===== config.mk =====
export PLATFORM = sky130hd
export DESIGN_NAME = ysyx_22041211_req_route_flat
export DESIGN_NICKNAME = d
export VERILOG_FILES = /design/src/rtl/ysyx_22041211_bus_pkg.sv /design/src/rtl/ysyx_22041211_req_route_if.sv /design/src/rtl/ysyx_22041211_addr_dec.sv /design/src/rtl/ysyx_22041211_req_route.sv /design/src/flat_wrapper.sv
export SDC_FILE = /design/constraint.sdc
export NUM_CORES = 1
export LEC_CHECK = 0
export BUFFER_PORTS_ARGS = -buffer_cell sky130_fd_sc_hd__buf_2
export CAP_MARGIN = 20
export CORE_AREA = 2 2 125 127
export DETAILED_ROUTE_END_ITERATION = 8
export DIE_AREA = 0 0 127 129
export PLACE_DENSITY = 0.68
export SYNTH_ARGS = -nofsm -noshare
export SYNTH_HDL_FRONTEND = slang
export SYNTH_HIERARCHICAL = 1
export SYNTH_SLANG_ARGS = --single-unit

===== constraint.sdc =====
create_clock -name clk -period 2 [get_ports clk]
set_input_delay 0.1 -clock clk [delete_from_list [all_inputs] [get_ports clk]]
set_output_delay 0.1 -clock clk [all_outputs]
set_load 0.01 [all_outputs]

===== src/rtl/ysyx_22041211_bus_pkg.sv =====
// Shared FSM states, default address windows and bus field widths for the request router.
// Imported by the address decoder, the router top and anything that needs the same widths.
package ysyx_22041211_bus_pkg;

  localparam int unsigned BUS_DATA_LEN  = 32;
  localparam int unsigned BUS_ADDR_LEN  = 32;
  localparam int unsigned BUS_WMASK_LEN = BUS_DATA_LEN / 8;

  localparam logic [BUS_ADDR_LEN-1:0] T0_BASE_DEF = 32'h8000_0000;
  localparam logic [BUS_ADDR_LEN-1:0] T0_MASK_DEF = 32'hf800_0000;
  localparam logic [BUS_ADDR_LEN-1:0] T1_BASE_DEF = 32'ha000_0000;
  localparam logic [BUS_ADDR_LEN-1:0] T1_MASK_DEF = 32'hf000_0000;

  typedef enum logic [1:0] {
    ST_IDLE = 2'd0,
    ST_FWD  = 2'd1,
    ST_WAIT = 2'd2,
    ST_RESP = 2'd3
  } route_state_e;

endpackage


===== src/rtl/ysyx_22041211_req_route_if.sv =====
// Request/response bus bundle: master drives the request and accepts the response, slave the reverse.
// Used for the upstream port and both downstream target ports of the router.
interface ysyx_22041211_req_route_if #(
  parameter int unsigned DATA_LEN = 32,
  parameter int unsigned ADDR_LEN = 32
);
  logic                  req_valid;
  logic                  req_ready;
  logic [ADDR_LEN-1:0]   req_addr;
  logic [DATA_LEN-1:0]   req_wdata;
  logic                  req_wen;
  logic [DATA_LEN/8-1:0] req_wmask;
  logic                  rsp_valid;
  logic                  rsp_ready;
  logic [DATA_LEN-1:0]   rsp_rdata;
  logic                  rsp_err;

  modport master (
    output req_valid, req_addr, req_wdata, req_wen, req_wmask, rsp_ready,
    input  req_ready, rsp_valid, rsp_rdata, rsp_err
  );

  modport slave (
    input  req_valid, req_addr, req_wdata, req_wen, req_wmask, rsp_ready,
    output req_ready, rsp_valid, rsp_rdata, rsp_err
  );
endinterface


===== src/rtl/ysyx_22041211_addr_dec.sv =====
// Combinational address decoder: key=1 selects target 1 (priority), hit=0 means no target owns it.
// With YSYX_22041211_DECERR_EN undefined every address hits and non-target-1 traffic goes to target 0.
module ysyx_22041211_addr_dec
  import ysyx_22041211_bus_pkg::*;
#(
  parameter int unsigned         ADDR_LEN = BUS_ADDR_LEN,
  parameter logic [ADDR_LEN-1:0] T0_BASE  = T0_BASE_DEF,
  parameter logic [ADDR_LEN-1:0] T0_MASK  = T0_MASK_DEF,
  parameter logic [ADDR_LEN-1:0] T1_BASE  = T1_BASE_DEF,
  parameter logic [ADDR_LEN-1:0] T1_MASK  = T1_MASK_DEF
) (
  input  logic [ADDR_LEN-1:0] addr,
  output logic                key,
  output logic                hit
);

`ifdef YSYX_22041211_DECERR_EN
  localparam bit CHECK_T0 = 1'b1;
`else
  localparam bit CHECK_T0 = 1'b0;
`endif

  logic t0_match;

  assign key      = ((addr & T1_MASK) == T1_BASE);
  assign t0_match = ((addr & T0_MASK) == T0_BASE);
  assign hit      = key | t0_match | ~CHECK_T0;

endmodule


===== src/rtl/ysyx_22041211_req_route.sv =====
// Single-outstanding 1:2 request router; accept->downstream valid 1 cycle, min round trip 4 cycles.
// Holds each stage until its handshake completes; decode errors (YSYX_22041211_DECERR_EN) answer directly.
module ysyx_22041211_req_route
  import ysyx_22041211_bus_pkg::*;
#(
  parameter int unsigned         DATA_LEN = BUS_DATA_LEN,
  parameter int unsigned         ADDR_LEN = BUS_ADDR_LEN,
  parameter logic [ADDR_LEN-1:0] T0_BASE  = T0_BASE_DEF,
  parameter logic [ADDR_LEN-1:0] T0_MASK  = T0_MASK_DEF,
  parameter logic [ADDR_LEN-1:0] T1_BASE  = T1_BASE_DEF,
  parameter logic [ADDR_LEN-1:0] T1_MASK  = T1_MASK_DEF
) (
  input  logic                       clk,
  input  logic                       rst_n,
  ysyx_22041211_req_route_if.slave   up,
  ysyx_22041211_req_route_if.master  t0,
  ysyx_22041211_req_route_if.master  t1
);

  typedef struct packed {
    logic [ADDR_LEN-1:0]   addr;
    logic [DATA_LEN-1:0]   wdata;
    logic                  wen;
    logic [DATA_LEN/8-1:0] wmask;
  } req_t;

  typedef struct packed {
    logic [DATA_LEN-1:0] rdata;
    logic                err;
  } rsp_t;

  route_state_e state_q, state_d;
  logic         key_q, key_d;
  req_t         req_q, req_d;
  rsp_t         rsp_q, rsp_d;

  logic dec_key;
  logic dec_hit;
  logic sel_req_ready;
  logic sel_rsp_valid;
  rsp_t sel_rsp;

  ysyx_22041211_addr_dec #(
    .ADDR_LEN (ADDR_LEN),
    .T0_BASE  (T0_BASE),
    .T0_MASK  (T0_MASK),
    .T1_BASE  (T1_BASE),
    .T1_MASK  (T1_MASK)
  ) u_addr_dec (
    .addr (up.req_addr),
    .key  (dec_key),
    .hit  (dec_hit)
  );

  assign sel_req_ready = key_q ? t1.req_ready : t0.req_ready;
  assign sel_rsp_valid = key_q ? t1.rsp_valid : t0.rsp_valid;
  assign sel_rsp.rdata = key_q ? t1.rsp_rdata : t0.rsp_rdata;
  assign sel_rsp.err   = key_q ? t1.rsp_err   : t0.rsp_err;

  always_comb begin
    state_d = state_q;
    key_d   = key_q;
    req_d   = req_q;
    rsp_d   = rsp_q;
    unique case (state_q)
      ST_IDLE: begin
        if (up.req_valid) begin
          req_d.addr  = up.req_addr;
          req_d.wdata = up.req_wdata;
          req_d.wen   = up.req_wen;
          req_d.wmask = up.req_wmask;
          key_d       = dec_key;
          if (dec_hit) begin
            state_d = ST_FWD;
          end else begin
            // Unowned address: answer immediately without touching either target.
            rsp_d.rdata = '0;
            rsp_d.err   = 1'b1;
            state_d     = ST_RESP;
          end
        end
      end
      ST_FWD: begin
        if (sel_req_ready) begin
          state_d = ST_WAIT;
        end
      end
      ST_WAIT: begin
        if (sel_rsp_valid) begin
          rsp_d.rdata = req_q.wen ? '0 : sel_rsp.rdata;
          rsp_d.err   = sel_rsp.err;
          state_d     = ST_RESP;
        end
      end
      ST_RESP: begin
        if (up.rsp_ready) begin
          state_d = ST_IDLE;
        end
      end
      default: state_d = ST_IDLE;
    endcase
  end

  always_ff @(posedge clk or negedge rst_n) begin
    if (!rst_n) begin
      state_q <= ST_IDLE;
      key_q   <= 1'b0;
      req_q   <= '0;
      rsp_q   <= '0;
    end else begin
      state_q <= state_d;
      key_q   <= key_d;
      req_q   <= req_d;
      rsp_q   <= rsp_d;
    end
  end

  // Every handshake output is a decode of registered state, so reset clears them asynchronously.
  assign up.req_ready = (state_q == ST_IDLE);
  assign up.rsp_valid = (state_q == ST_RESP);
  assign up.rsp_rdata = rsp_q.rdata;
  assign up.rsp_err   = rsp_q.err;

  assign t0.req_valid = (state_q == ST_FWD)  && !key_q;
  assign t1.req_valid = (state_q == ST_FWD)  &&  key_q;
  assign t0.rsp_ready = (state_q == ST_WAIT) && !key_q;
  assign t1.rsp_ready = (state_q == ST_WAIT) &&  key_q;

  assign t0.req_addr  = req_q.addr;
  assign t0.req_wdata = req_q.wdata;
  assign t0.req_wen   = req_q.wen;
  assign t0.req_wmask = req_q.wmask;
  assign t1.req_addr  = req_q.addr;
  assign t1.req_wdata = req_q.wdata;
  assign t1.req_wen   = req_q.wen;
  assign t1.req_wmask = req_q.wmask;

endmodule

===== src/flat_wrapper.sv =====
// flat-port wrapper written by rule: the top's interface ports become plain ports
module ysyx_22041211_req_route_flat import ysyx_22041211_bus_pkg::*;
#(
  parameter int unsigned         DATA_LEN = BUS_DATA_LEN,
  parameter int unsigned         ADDR_LEN = BUS_ADDR_LEN,
  parameter logic [ADDR_LEN-1:0] T0_BASE  = T0_BASE_DEF,
  parameter logic [ADDR_LEN-1:0] T0_MASK  = T0_MASK_DEF,
  parameter logic [ADDR_LEN-1:0] T1_BASE  = T1_BASE_DEF,
  parameter logic [ADDR_LEN-1:0] T1_MASK  = T1_MASK_DEF
)
  (clk, rst_n, up_req_valid, up_req_addr, up_req_wdata, up_req_wen, up_req_wmask, up_rsp_ready, up_req_ready, up_rsp_valid, up_rsp_rdata, up_rsp_err, t0_req_valid, t0_req_addr, t0_req_wdata, t0_req_wen, t0_req_wmask, t0_rsp_ready, t0_req_ready, t0_rsp_valid, t0_rsp_rdata, t0_rsp_err, t1_req_valid, t1_req_addr, t1_req_wdata, t1_req_wen, t1_req_wmask, t1_rsp_ready, t1_req_ready, t1_rsp_valid, t1_rsp_rdata, t1_rsp_err);
  ysyx_22041211_req_route_if #(.DATA_LEN(DATA_LEN), .ADDR_LEN(ADDR_LEN)) up_i ();
  ysyx_22041211_req_route_if #(.DATA_LEN(DATA_LEN), .ADDR_LEN(ADDR_LEN)) t0_i ();
  ysyx_22041211_req_route_if #(.DATA_LEN(DATA_LEN), .ADDR_LEN(ADDR_LEN)) t1_i ();
  input  logic clk;
  input  logic rst_n;
  input wire logic [$bits(up_i.req_valid)-1:0] up_req_valid;
  input wire logic [$bits(up_i.req_addr)-1:0] up_req_addr;
  input wire logic [$bits(up_i.req_wdata)-1:0] up_req_wdata;
  input wire logic [$bits(up_i.req_wen)-1:0] up_req_wen;
  input wire logic [$bits(up_i.req_wmask)-1:0] up_req_wmask;
  input wire logic [$bits(up_i.rsp_ready)-1:0] up_rsp_ready;
  output wire logic [$bits(up_i.req_ready)-1:0] up_req_ready;
  output wire logic [$bits(up_i.rsp_valid)-1:0] up_rsp_valid;
  output wire logic [$bits(up_i.rsp_rdata)-1:0] up_rsp_rdata;
  output wire logic [$bits(up_i.rsp_err)-1:0] up_rsp_err;
  output wire logic [$bits(t0_i.req_valid)-1:0] t0_req_valid;
  output wire logic [$bits(t0_i.req_addr)-1:0] t0_req_addr;
  output wire logic [$bits(t0_i.req_wdata)-1:0] t0_req_wdata;
  output wire logic [$bits(t0_i.req_wen)-1:0] t0_req_wen;
  output wire logic [$bits(t0_i.req_wmask)-1:0] t0_req_wmask;
  output wire logic [$bits(t0_i.rsp_ready)-1:0] t0_rsp_ready;
  input wire logic [$bits(t0_i.req_ready)-1:0] t0_req_ready;
  input wire logic [$bits(t0_i.rsp_valid)-1:0] t0_rsp_valid;
  input wire logic [$bits(t0_i.rsp_rdata)-1:0] t0_rsp_rdata;
  input wire logic [$bits(t0_i.rsp_err)-1:0] t0_rsp_err;
  output wire logic [$bits(t1_i.req_valid)-1:0] t1_req_valid;
  output wire logic [$bits(t1_i.req_addr)-1:0] t1_req_addr;
  output wire logic [$bits(t1_i.req_wdata)-1:0] t1_req_wdata;
  output wire logic [$bits(t1_i.req_wen)-1:0] t1_req_wen;
  output wire logic [$bits(t1_i.req_wmask)-1:0] t1_req_wmask;
  output wire logic [$bits(t1_i.rsp_ready)-1:0] t1_rsp_ready;
  input wire logic [$bits(t1_i.req_ready)-1:0] t1_req_ready;
  input wire logic [$bits(t1_i.rsp_valid)-1:0] t1_rsp_valid;
  input wire logic [$bits(t1_i.rsp_rdata)-1:0] t1_rsp_rdata;
  input wire logic [$bits(t1_i.rsp_err)-1:0] t1_rsp_err;
  assign up_i.req_valid = up_req_valid;
  assign up_i.req_addr = up_req_addr;
  assign up_i.req_wdata = up_req_wdata;
  assign up_i.req_wen = up_req_wen;
  assign up_i.req_wmask = up_req_wmask;
  assign up_i.rsp_ready = up_rsp_ready;
  assign up_req_ready = up_i.req_ready;
  assign up_rsp_valid = up_i.rsp_valid;
  assign up_rsp_rdata = up_i.rsp_rdata;
  assign up_rsp_err = up_i.rsp_err;
  assign t0_req_valid = t0_i.req_valid;
  assign t0_req_addr = t0_i.req_addr;
  assign t0_req_wdata = t0_i.req_wdata;
  assign t0_req_wen = t0_i.req_wen;
  assign t0_req_wmask = t0_i.req_wmask;
  assign t0_rsp_ready = t0_i.rsp_ready;
  assign t0_i.req_ready = t0_req_ready;
  assign t0_i.rsp_valid = t0_rsp_valid;
  assign t0_i.rsp_rdata = t0_rsp_rdata;
  assign t0_i.rsp_err = t0_rsp_err;
  assign t1_req_valid = t1_i.req_valid;
  assign t1_req_addr = t1_i.req_addr;
  assign t1_req_wdata = t1_i.req_wdata;
  assign t1_req_wen = t1_i.req_wen;
  assign t1_req_wmask = t1_i.req_wmask;
  assign t1_rsp_ready = t1_i.rsp_ready;
  assign t1_i.req_ready = t1_req_ready;
  assign t1_i.rsp_valid = t1_rsp_valid;
  assign t1_i.rsp_rdata = t1_rsp_rdata;
  assign t1_i.rsp_err = t1_rsp_err;
  ysyx_22041211_req_route #(.DATA_LEN(DATA_LEN), .ADDR_LEN(ADDR_LEN), .T0_BASE(T0_BASE), .T0_MASK(T0_MASK), .T1_BASE(T1_BASE), .T1_MASK(T1_MASK)) u_core (.clk(clk), .rst_n(rst_n), .up(up_i), .t0(t0_i), .t1(t1_i));
endmodule

# Yosys cells after proc, flatten, opt, wreduce, memory -nomap -nowiden
# Cells that the tools add are included.
# classes
n_eq_ne,8
n_mux,10
n_reduce_logical,9
# ops
operator,count
2-to-1 mux 32 bit,2
2-to-1 mux 2 bit,4
one-hot mux 2 bit (4 select lines),1
"equality test 2 bit, second input constant",2
"equality test 4 bit, second input constant",1
logical AND 1 bit,4
"!= test 2 x 1 -> 1 bit, second input constant",2
"!= test 2 bit, second input constant",2
AND reduction 2 bit,2
AND reduction 4 bit,1
2-to-1 mux 1 bit,3
"equality test 2 x 1 -> 1 bit, second input constant",1
zero test 2 bit,1
zero test 1 bit,1
# totals
regBits,105
input_bits,143

# Longest topological paths before layout
# logic_depth
ltp_word,3
ltp_mapped,8
ltp_nobuf,6

# Cells and area by module
# The synthesis kept the hierarchy.
# modules_own_cells
module,n_inst,cells_each,area_per_inst_um2,seq_area_each_um2
ysyx_22041211_req_route,1,391,4978.5,2627.5
ysyx_22041211_addr_dec,1,3,23.8,0.0

# Worst setup path before layout
# No wires, ideal clock.
# synth_timing
kind,register -> register
startpoint,register u_core.state_q[0]
endpoint,"register u_core.rsp_q, in the netlist u_core/up.rsp_rdata[14]"
arrival_time_ps,1572
path_slack_ps,333
stages_incl_launch_ff,8
synth_period_minus_slack_ps,1667
cell_sequence,dfrtp_1 -> inv_1 -> ha_1 -> or2_2 -> o2111ai_2 -> buf_6 -> buf_4 -> o31ai_1
# synth_between
elab_chain_len,2
# synth_rtl
item,line,rtl
start: declaration,ysyx_22041211_req_route.sv:32,"route_state_e state_q, state_d;"
start signal: assignment,ysyx_22041211_req_route.sv:111,state_q <= state_d;
equality test 2 bit,ysyx_22041211_req_route.sv:65,unique case (state_q)
AND reduction 2 bit (no source line),n/a,
end signal: assignment,ysyx_22041211_req_route.sv:114,rsp_q <= rsp_d;
end: declaration,ysyx_22041211_req_route.sv:35,"rsp_t rsp_q, rsp_d;"
# Every way passes these cells.
# A chain may end at the register's enable or synchronous reset.

# Worst setup path in the final report
# layout_timing
startpoint,register u_core.state_q[1]
endpoint,"register u_core.rsp_q, in the netlist u_core/up.rsp_rdata[25]"
# The elaborated chain is that of the path after synthesis.

==> run_summary.xml <==
<?xml version="1.0" encoding="UTF-8"?>
<metrics>
  <group name="sta">
    <metric name="slew_headroom" unit="%">60.8</metric>
    <metric name="final-max-slew-violation-count" unit="">0</metric>
    <metric name="setup_repair_after_global_routing_missed_its_margin" unit="">no</metric>
    <metric name="finalCriticalPeriod" unit="ns">1.79</metric>
    <metric name="timing_hold_violations_final" unit="">0</metric>
    <metric name="timing.final.setup_violations" unit="">0</metric>
    <metric name="timing.final.crit_share" unit="%">89.4</metric>
    <metric name="tns" unit="ns">0</metric>
    <metric name="actual_slew_at_the_worst_max_slew_pin" unit="ns">0.588</metric>
    <metric name="achievable-frequency" unit="MHz">559</metric>
    <metric name="finClkSkew" unit="ns">0.00730</metric>
  </group>
  <group name="place">
    <metric name="post-dp-hpwl" unit="µm">9450</metric>
    <metric name="place_congestion" unit="">0.767</metric>
    <metric name="portBuffers" unit="">319</metric>
  </group>
  <group name="clock_tree">
    <metric name="post_cts_setup_driven_buffer_insertion_count" unit="">0</metric>
    <metric name="clock_path_buffers" unit="">2</metric>
    <metric name="numClockSinks" unit="">105</metric>
    <metric name="clk-insertion-delay-late" unit="ns">0.34</metric>
    <metric name="clkSlewWorstSetupHoldPaths" unit="ns">0.07</metric>
    <metric name="cts_tree" unit="">built</metric>
    <metric name="cts-buffers-inserted" unit="">9</metric>
    <metric name="cts_root_buffer" unit="">clkbuf_16</metric>
    <metric name="cts_max_level" unit="">3</metric>
  </group>
  <group name="synth">
    <metric name="post_synth.cell_area_avg" unit="µm²">12.7</metric>
    <metric name="postSynthCellCount" unit="">394</metric>
    <metric name="synthDistinctLibCells" unit="">25</metric>
    <metric name="synth.ff_latch_count" unit="">105</metric>
    <metric name="synth_area" unit="µm²">5000</metric>
    <metric name="synthTopCellsByArea" unit="">dfrtp_1, mux2_2, buf_4</metric>
    <metric name="synth.yosys.warnings" unit="">6</metric>
    <metric name="post-synth-top-area-cell" unit="">dfrtp_1</metric>
    <metric name="synth_top_area_share" unit="%">52.5</metric>
    <metric name="seq_area_frac_synth" unit="%">52.5</metric>
    <metric name="syn-num-nets" unit="">541</metric>
  </group>
  <group name="drt">
    <metric name="drtIter0Drc" unit="">88</metric>
    <metric name="drtPass1Iterations" unit="">4</metric>
    <metric name="route.vias.total" unit="">3942</metric>
    <metric name="viasPerCell" unit="">4.37</metric>
    <metric name="post_drt_wl_per_cell" unit="µm">14.7</metric>
    <metric name="routed_wl" unit="µm">13300</metric>
    <metric name="drc" unit="">0</metric>
    <metric name="detail-route-antenna-nets" unit="">0</metric>
  </group>
  <group name="pwr">
    <metric name="vdd_ir_drop_max" unit="µV">649</metric>
    <metric name="pwr_per_cell_area" unit="nW/µm²">1550</metric>
    <metric name="design_power_total" unit="mW">11.3</metric>
    <metric name="static-leakage-power" unit="nW">3.71</metric>
  </group>
  <group name="global_route">
    <metric name="grt_pass1_wl" unit="µm">20300</metric>
    <metric name="grt_overflow_total" unit="">0</metric>
    <metric name="grt_pass1_vias" unit="">3993</metric>
    <metric name="largest_net_degree_at_the_start_of_global_routing" unit="">49</metric>
    <metric name="antenna_found_initial" unit="">1</metric>
    <metric name="track_usage" unit="%">15.7</metric>
  </group>
  <group name="floorplan">
    <metric name="start_util" unit="%">33.4</metric>
    <metric name="die_area" unit="µm²">16400</metric>
    <metric name="num_rows" unit="">45</metric>
    <metric name="die-width" unit="µm">127</metric>
    <metric name="boundaryPins" unit="">320</metric>
    <metric name="core_area" unit="µm²">15000</metric>
    <metric name="dieHeight" unit="µm">129</metric>
  </group>
  <group name="final_layout">
    <metric name="layout.cells.most_common_list" unit="">buf_2, dfrtp_1, mux2_2</metric>
    <metric name="final_layout_net_count" unit="">857</metric>
    <metric name="multi_input_area" unit="µm²">1710</metric>
    <metric name="area_growth_syn_to_layout" unit="%">45.9</metric>
    <metric name="antenna-diode-count" unit="">0</metric>
    <metric name="final_layout_size_suffix_gt1_share" unit="%">58.9</metric>
    <metric name="sequential_cell_area" unit="µm²">2630</metric>
    <metric name="final_common_cell" unit="">buf_2</metric>
    <metric name="fillCellCount" unit="">1355</metric>
  </group>
  <group name="critical_path">
    <metric name="crit_slowest_cell" unit="">dfrtp_1</metric>
    <metric name="criticalPathCategory" unit="">flop to flop</metric>
    <metric name="worst_path_largest_cell_delay" unit="ns">0.40</metric>
    <metric name="crit_path_max_fanout" unit="">14</metric>
    <metric name="timing.critical_path.from_type" unit="">flop</metric>
    <metric name="critical_path.endpoint_type" unit="">flop</metric>
    <metric name="worstPathCellList" unit="">inv_1, ha_2, or2_2, o2111ai_4, buf_4, o31ai_1</metric>
    <metric name="cp.arrival" unit="ns">2.03</metric>
    <metric name="data_required_time_of_the_critical_path" unit="ns">2.24</metric>
  </group>
  <group name="hold_path">
    <metric name="hold_path.class" unit="">input port to flop</metric>
  </group>
  <group name="run_status">
    <metric name="status" unit="">finished, final reports clean</metric>
  </group>
  <group name="job">
    <metric name="cap_viol_max_count" unit="">0</metric>
  </group>
</metrics>
## stage by stage
step | utilization [%] | hold slack (ns) | worst slack [ns] | std cells | cell area (µm²)
final | 48.7 | 0.0158 | 0.211 | 903 | 7300
after detailed placement | 42.2 | -0.0350 | 0.0991 | 820 | 6330
after CTS | 48.7 | 0.00453 | 0.118 | 903 | 7290
after global placement | 42.2 | -0.0347 | 0.205 | 820 | 6330
after global routing | 48.7 | 0.00819 | 0.0320 | 903 | 7300
after floorplan | - | -0.196 | 0.333 | 394 | 5000
## kinds of logic after synthesis
group           after synthesis  synth area share [%]
mux                         108                  23.5
buf+inv                      97                  13.6
flops                       105                  52.5
simple gates                 42                  3.63
fa+ha+maj                     4                  1.00
compound gates               37                  5.65
other cells                   1                0.0750
## path summary, 6_finish.rpt
path | from | end | slack, ns | cells after the start
max | u_core/state_q[1]$_DFFE_PN0P_ | u_core/up.rsp_rdata[25]$_DFFE_PN0P_ | 0.21 | 6
min | up_req_addr[16] | u_core/t0.req_addr[16]$_DFFE_PN0P_ | 0.02 | 2
max reg2reg | u_core/state_q[1]$_DFFE_PN0P_ | u_core/up.rsp_rdata[25]$_DFFE_PN0P_ | 0.21 | 6
min reg2reg | u_core/up.rsp_rdata[14]$_DFFE_PN0P_ | u_core/up.rsp_rdata[14]$_DFFE_PN0P_ | 0.47 | 2
max in group asynchronous | rst_n | u_core/t0.req_wdata[16]$_DFFE_PN0P_ | 1.00 | 3
min in group asynchronous | rst_n | u_core/up.rsp_rdata[17]$_DFFE_PN0P_ | 0.16 | 2
## synthesized netlist by cell type
cell type and instances:
nand2_1 34, buf_2 11, and2_1 2, mux2_1 1
conb_1 1, buf_6 4, a21o_1 1, nor2_1 1
or2_2 1, inv_1 5, nand2b_1 2, nor2b_1 1
mux2_2 70, a221o_1 1, a21oi_1 1, mux2i_1 36
o31ai_1 32, and4bb_2 1, buf_4 73, clkbuf_1 4
o21ai_0 1, mux2_4 1, o2111ai_2 1, ha_1 4
dfrtp_1 105
## layer usage
| layer | share of wire [%] | vias up | wire, µm | global-route usage, % |
|---|---|---|---|---|
| met5 | 0.14 | - | 19 | 0 |
| met4 | 2.3 | 2 | 310 | 6.53 |
| met3 | 6.7 | 27 | 890 | 4.03 |
| met2 | 51 | 185 | 6830 | 28.2 |
| met1 | 39 | 1813 | 5250 | 17.9 |
| li1 | - | 1915 | - | - |
## state kept, by name (all words and copies together), names as in the netlist
signal / flops
u_core/t0.req_addr: 32
u_core/t0.req_wdata: 32
u_core/up.rsp_rdata: 32
u_core/t0.req_wmask: 4
u_core/state_q: 2
u_core/key_q: 1
u_core/t0.req_wen: 1
u_core/up.rsp_err: 1
## timing repair
item / in CTS / in global routing
endpoints found under the hold margin: 126 / 0
hold buffers: 67 / 0
setup endpoints to repair: 0 / 5
resized for setup: 0 / 1
## final cells by class
class,instances,share of cell area (%)
clock buffer,12,3.38
multi-input combinational,192,23.5
clock inverter,4,0.703
tap,188,3.22
timing repair buffer,397,32.9
sequential,105,36.0
inverter,5,0.257
## critical path: cells and delay by family (launching register included)
family	cells	cell delay [ns]
AND/OR/NAND/NOR	1	0.17
flip-flops	1	0.40
adder cells (fa/ha/maj)	1	0.26
buffers and inverters	2	0.38
AO/OA/AOI/OAI	2	0.49
## report_power, final
group,internal [mW],switching [mW],leakage [nW]
sequential,3.20,0.703,1.30
clock,1.01,0.756,0.143
combinational,2.69,2.95,2.27
total,6.90,4.41,3.71
Power figures use the tool's default switching activity.
